===== src/rtl/decode_stage.sv =====
// Instruction decode: slices opcode/rs1/rs2/rs3/imm, extends imm, flags illegal opcodes; 2-entry output buffer.
// Latency: 1 cycle from accepted push to out_valid; 1 instr/cycle with out_ready high.
// Backpressure: absorbs 2 entries, then in_ready drops (from registered count only). Optional stats: DECODE_STATS_EN.
module decode_stage #(
  parameter int                  INSTR_W    = 16,
  parameter int                  OP_W       = 4,
  parameter int                  REG_W      = 3,
  parameter int                  IMM_W      = 9,
  parameter int                  XLEN       = 16,
  parameter bit                  IMM_SIGNED = 1'b1,
  parameter logic [2**OP_W-1:0]  LEGAL_MASK = 16'h00FF
) (
  input  logic               clk,
  input  logic               rst_n,
  input  logic               flush,
  input  logic               in_valid,
  output logic               in_ready,
  input  logic [INSTR_W-1:0] in_instr,
  output logic               out_valid,
  input  logic               out_ready,
  output logic [OP_W-1:0]    out_opcode,
  output logic [REG_W-1:0]   out_rs1,
  output logic [REG_W-1:0]   out_rs2,
  output logic [REG_W-1:0]   out_rs3,
  output logic [XLEN-1:0]    out_imm,
  output logic               out_illegal,
  output logic [31:0]        stat_decoded,
  output logic [31:0]        stat_illegal
);

  // Field layout must fit inside the instruction and the immediate must fit XLEN.
  if (OP_W + 3*REG_W > INSTR_W) begin : g_bad_fields
    $fatal(1, "decode_stage: OP_W + 3*REG_W exceeds INSTR_W");
  end
  if (IMM_W > INSTR_W - OP_W) begin : g_bad_imm
    $fatal(1, "decode_stage: IMM_W overlaps the opcode");
  end
  if (IMM_W > XLEN) begin : g_bad_xlen
    $fatal(1, "decode_stage: IMM_W exceeds XLEN");
  end

  // Entry layout, MSB first: opcode, rs1, rs2, rs3, imm, illegal.
  localparam int ENT_W = OP_W + 3*REG_W + XLEN + 1;

  logic [OP_W-1:0]  dec_opcode;
  logic [REG_W-1:0] dec_rs1, dec_rs2, dec_rs3;
  logic [IMM_W-1:0] dec_imm_raw;
  logic [XLEN-1:0]  dec_imm;
  logic             dec_illegal;
  logic [ENT_W-1:0] dec_ent;

  logic [ENT_W-1:0] mem_q [2];
  logic [ENT_W-1:0] mem_d [2];
  logic [1:0]       count_q, count_d;
  logic             wr_ptr_q, wr_ptr_d;
  logic             rd_ptr_q, rd_ptr_d;
  logic             push, pop;
  logic [ENT_W-1:0] head;

  // Combinational slice and immediate extension of the incoming instruction.
  always_comb begin
    dec_opcode  = in_instr[INSTR_W-1 -: OP_W];
    dec_rs1     = in_instr[INSTR_W-OP_W-1 -: REG_W];
    dec_rs2     = in_instr[INSTR_W-OP_W-REG_W-1 -: REG_W];
    dec_rs3     = in_instr[INSTR_W-OP_W-2*REG_W-1 -: REG_W];
    dec_imm_raw = in_instr[IMM_W-1:0];
    dec_imm     = XLEN'(dec_imm_raw);
    // Shifting all-ones by IMM_W leaves exactly the upper bits to fill; empty when IMM_W == XLEN.
    if (IMM_SIGNED && dec_imm_raw[IMM_W-1]) begin
      dec_imm = dec_imm | ({XLEN{1'b1}} << IMM_W);
    end
    dec_illegal = ~LEGAL_MASK[dec_opcode];
    dec_ent     = {dec_opcode, dec_rs1, dec_rs2, dec_rs3, dec_imm, dec_illegal};
  end

  assign in_ready  = (count_q != 2'd2);
  assign out_valid = (count_q != 2'd0);
  assign push      = in_valid && in_ready;
  assign pop       = out_valid && out_ready;
  assign head      = mem_q[rd_ptr_q];

  assign {out_opcode, out_rs1, out_rs2, out_rs3, out_imm, out_illegal} = head;

  // Buffer next-state: flush wins over push/pop and drops any same-cycle push.
  always_comb begin
    mem_d    = mem_q;
    count_d  = count_q;
    wr_ptr_d = wr_ptr_q;
    rd_ptr_d = rd_ptr_q;
    if (flush) begin
      count_d  = 2'd0;
      wr_ptr_d = 1'b0;
      rd_ptr_d = 1'b0;
    end else begin
      if (push) begin
        mem_d[wr_ptr_q] = dec_ent;
        wr_ptr_d        = ~wr_ptr_q;
      end
      if (pop) begin
        rd_ptr_d = ~rd_ptr_q;
      end
      if (push && !pop) begin
        count_d = count_q + 2'd1;
      end else if (pop && !push) begin
        count_d = count_q - 2'd1;
      end
    end
  end

  // Buffer state; reset clears entries too so outputs read zero immediately.
  always_ff @(posedge clk or negedge rst_n) begin
    if (!rst_n) begin
      for (int i = 0; i < 2; i++) mem_q[i] <= '0;
      count_q  <= 2'd0;
      wr_ptr_q <= 1'b0;
      rd_ptr_q <= 1'b0;
    end else begin
      mem_q    <= mem_d;
      count_q  <= count_d;
      wr_ptr_q <= wr_ptr_d;
      rd_ptr_q <= rd_ptr_d;
    end
  end

`ifdef DECODE_STATS_EN
  logic [31:0] stat_decoded_q, stat_decoded_d;
  logic [31:0] stat_illegal_q, stat_illegal_d;

  // Saturating pop counters; a pop in a flush cycle still counts, flush never clears them.
  always_comb begin
    stat_decoded_d = stat_decoded_q;
    stat_illegal_d = stat_illegal_q;
    if (pop && stat_decoded_q != 32'hFFFF_FFFF) begin
      stat_decoded_d = stat_decoded_q + 32'd1;
    end
    if (pop && out_illegal && stat_illegal_q != 32'hFFFF_FFFF) begin
      stat_illegal_d = stat_illegal_q + 32'd1;
    end
  end

  // Counter registers, cleared only by reset.
  always_ff @(posedge clk or negedge rst_n) begin
    if (!rst_n) begin
      stat_decoded_q <= 32'd0;
      stat_illegal_q <= 32'd0;
    end else begin
      stat_decoded_q <= stat_decoded_d;
      stat_illegal_q <= stat_illegal_d;
    end
  end

  assign stat_decoded = stat_decoded_q;
  assign stat_illegal = stat_illegal_q;
`else
  assign stat_decoded = 32'd0;
  assign stat_illegal = 32'd0;
`endif

endmodule


===== config.mk =====
export PLATFORM = sky130hd
export DESIGN_NAME = decode_stage
export DESIGN_NICKNAME = d
export VERILOG_FILES = /design/src/rtl/decode_stage.sv
export SDC_FILE = /design/constraint.sdc
export NUM_CORES = 1
export LEC_CHECK = 0
export CORE_MARGIN = 2
export CORE_UTILIZATION = 33
export CTS_BUF_LIST = sky130_fd_sc_hd__clkbuf_2
export DETAILED_ROUTE_END_ITERATION = 12
export PLACE_DENSITY = 0.72
export SETUP_SLACK_MARGIN = 0.05
export SLEW_MARGIN = 25
export SYNTH_ARGS = -nofsm -noshare
export SYNTH_HDL_FRONTEND = slang
export SYNTH_SLANG_ARGS = --single-unit

===== constraint.sdc =====
create_clock -name clk -period 1.7 [get_ports clk]
set_clock_uncertainty 0.1 [all_clocks]
set_input_delay 0.17 -clock clk [delete_from_list [all_inputs] [get_ports clk]]
set_output_delay 0.17 -clock clk [all_outputs]
set_load 0.005 [all_outputs]

==> results.sh <==
export IMPL_core_rowCount=29
export IMPL_layout_drive_gt1_share=0.4661
export IMPL_ir_drop_uv=440.4
export IMPL_drtPass1Iterations=4
export IMPL_dieArea_sq_mm=0.007390
export IMPL_p_sw_w=0.0007051
export IMPL_path_max_fanout=4
export IMPL_grt_use_total=0.1054
export IMPL_cts_max_path_buffers=2
export IMPL_status="finished with violations"
export IMPL_power_frac_comb=0.398
export IMPL_drc=0
export IMPL_use_met1=0.1339
export IMPL_initial_core_util=0.3452
export IMPL_use_met2=0.1698
export IMPL_synth_warnings=0
export IMPL_final_core_utilization=0.4290
export IMPL_fp_coreArea_sq_mm=0.006422
export IMPL_worstPathArrival_ps=1500
export IMPL_maxSlewViolCount=0
export IMPL_holdCritPathClass="input pin to async pin"
export IMPL_nNetsFinal=271
export IMPL_finalWorstSetupSlack_ps=-67.04
export IMPL_p_int_w=0.001823
export IMPL_grt_max_degree=37
export IMPL_worst_pin_slew_ps=811.3
export IMPL_die_y_um=85.97
export IMPL_syn_cell_area_sq_mm=0.002217
export IMPL_end_kind="output pin"
export IMPL_required_ps=1430
export IMPL_final_antenna_net_count=0
export IMPL_hold_worst_slack_ps=309.3
export IMPL_r2r_cells=5
export IMPL_p_clk_frac=0.146
export IMPL_totalWireLength_um=3879
export IMPL_cts_buffers=5
export IMPL_critPathKind="register to output pin"
export IMPL_rsz0062_at_grt="true"
export IMPL_netlist_instances=188
export IMPL_clkSinkCount=36
export IMPL_p_seq_frac=0.456
export IMPL_use_met3=0.02791
export IMPL_synth_seq_cells=36
export IMPL_critPathLaunchType="register"
export IMPL_max_cap_viol_count=0
export IMPL_violations="negative setup slack"
export IMPL_dr_first_iter_drc_count=40
export IMPL_power_per_cell_area_mw_per_mm2=917.5
export IMPL_cts_htree_levels=2
export IMPL_period_share=1.039
export IMPL_antenna_found_initial=0
export IMPL_yosysSeqAreaShare=0.4063
export IMPL_gr_total_overflow=0
export IMPL_syn_area_per_cell_sq_um=11.79
export IMPL_num_fill_cells=613
export IMPL_grt_pass1_wl_um=6051
export IMPL_wl_per_cell_um=11.83
export IMPL_layout_min_cycle_time_ps=1767
export IMPL_root_buffer="clkbuf_2"
export IMPL_maxSlewHeadroom=0.4591
export IMPL_grt_pass1_vias=1247
export IMPL_portBuffers=52
export IMPL_insertion_delay_ps=350
export IMPL_switching_share=0.2789
export IMPL_num_vias=1310
export IMPL_vias_per_cell=3.994
export IMPL_grt_busiest_layer="met2"
export IMPL_netlist_cell_type_count=23
export IMPL_setup_violations=19
export IMPL_die_w_um=85.97
export IMPL_gp_congestion=0.7058
export IMPL_cts_tree="yes"
export IMPL_hold_viol_final=0
export IMPL_clk_pin_slew_worst_paths_ps=170
export IMPL_dp_hpwl_um=2741
export IMPL_syn2layout_area_growth_pct=24.27
export IMPL_clock_fmax_ghz=0.5659
export IMPL_p_leak_nw=1.328
export IMPL_io_pins=117
export IMPL_num_antenna_cells=0
cell usage after synthesis, drive strengths merged:
master | number | share of area
dfrtp | 36 | 0.41
nor4 | 1 | 0.0096
or3 | 1 | 0.0034
xor2 | 1 | 0.0040
o21ai | 2 | 0.0045
nor3b | 1 | 0.0034
buf | 81 | 0.28
mux2i | 1 | 0.0045
conb | 1 | 0.0017
or2 | 2 | 0.0056
o211ai | 1 | 0.0034
nand3b | 1 | 0.0034
inv | 2 | 0.0034
nor2 | 1 | 0.0017
mux2 | 48 | 0.24
nor2b | 1 | 0.0040
nand4b | 1 | 0.0068
clkbuf | 1 | 0.0017
a21oi | 4 | 0.0090
a21o | 1 | 0.0034
kinds of logic (layout without fill, tap and decap cells):
group	Yosys count	in the layout	share of synthesized area
muxes	49	50	0.2483
buffers and inverters	84	83	0.2816
other	1	64	0.001691
AOI/OAI and AO/OA	8	8	0.02032
xor gates and xnor gates	1	1	0.003951
DFF	36	36	0.4063
and+or+nand+nor	9	9	0.03781
worst max-delay path, stage by stage, from the launching register on:
cell and delay, ps:
dfrtp_2 470, buf_6 140, buf_6 110, mux2_4 310
buf_6 120
metal layers:
metal	vias to the layer above	share of wire	wire [um]
li1	614	-	-
met1	624	0.42	1613
met2	67	0.50	1937
met3	5	0.072	281
met4	0	0.012	47
met5	-	0	0
sequential cells by signal (all words and copies together), names as in the netlist:
| register | count |
|---|---|
| wr_ptr_q | 1 |
| mem_q | 32 |
| count_q | 2 |
| rd_ptr_q | 1 |
worst paths after layout:
kind	startpoint	endpoint	slack, ps
worst min-delay path	rst_n	mem_q[20]	310
worst max register to register	count_q[1]	mem_q[32]	100
worst max-delay path	rd_ptr_q	out_imm[4]	-70
max in group asynchronous	rst_n	rd_ptr_q	620
worst min register to register	mem_q[0]	mem_q[0]	420
min in group clk	in_instr[4]	mem_q[18]	330
final cells by class:
cell class / instances / area (sq um) / area share
Clock buffer: 7 / 35.03 / 0.01272
Multi-Input combinational cell: 132 / 982.2 / 0.3565
Sequential cell: 36 / 902.1 / 0.3274
Inverter: 2 / 7.507 / 0.002725
Timing Repair Buffer: 73 / 728.2 / 0.2643
Clock inverter: 1 / 3.754 / 0.001362
Tap cell: 77 / 96.34 / 0.03497
layout by cell type (no fill, tap or decap), types with 2 or more instances in the layout:
cell type	count
mux2_4	10
a21oi_1	4
buf_6	31
mux2_2	39
buf_12	3
conb_1	64
buf_2	6
clkbuf_2	11
dfrtp_1	35
o21ai_0	2
buf_4	8
clkdlybuf4s50_1	19
inv_2	2
or2_2	2
power groups by stage:
stage | logic [W] | registers, W | clock network [W]
final | 0.00101 | 0.00115 | 0.000369
after global routing | 0.00109 | 0.00118 | 0.000436
after detailed placement | 0.000918 | 0.00116 | 0
after floorplan | 0.000635 | 0.00113 | 0
after CTS | 0.000921 | 0.00115 | 0.000390
after global placement | 0.000902 | 0.00115 | 0
timing repair:
action / in CTS / in global routing
hold buffers: 1 / 0
setup buffers: 7 / 3
cloned: 2 / 0
gates resized for setup: 147 / 19
setup endpoints to repair: 32 / 32
hold endpoints to repair: 36 / 0
metrics by stage:
stage          setup WS (ps)  power [W]  instances  area (sq um)  setup TNS, ps
3_3_place_gp          -104.7   0.002049        307          2541          -1631
4_1_cts               -91.97   0.002464        325          2659          -1496
3_5_place_dp          -131.5   0.002078        307          2541          -1936
6_report              -67.04   0.002528        328          2755         -801.0
5_1_grt               -152.2   0.002712        328          2755          -3125
2_1_floorplan          56.59   0.001766        251          2454              0
No activity file was read; power rests on OpenSTA's default activity.
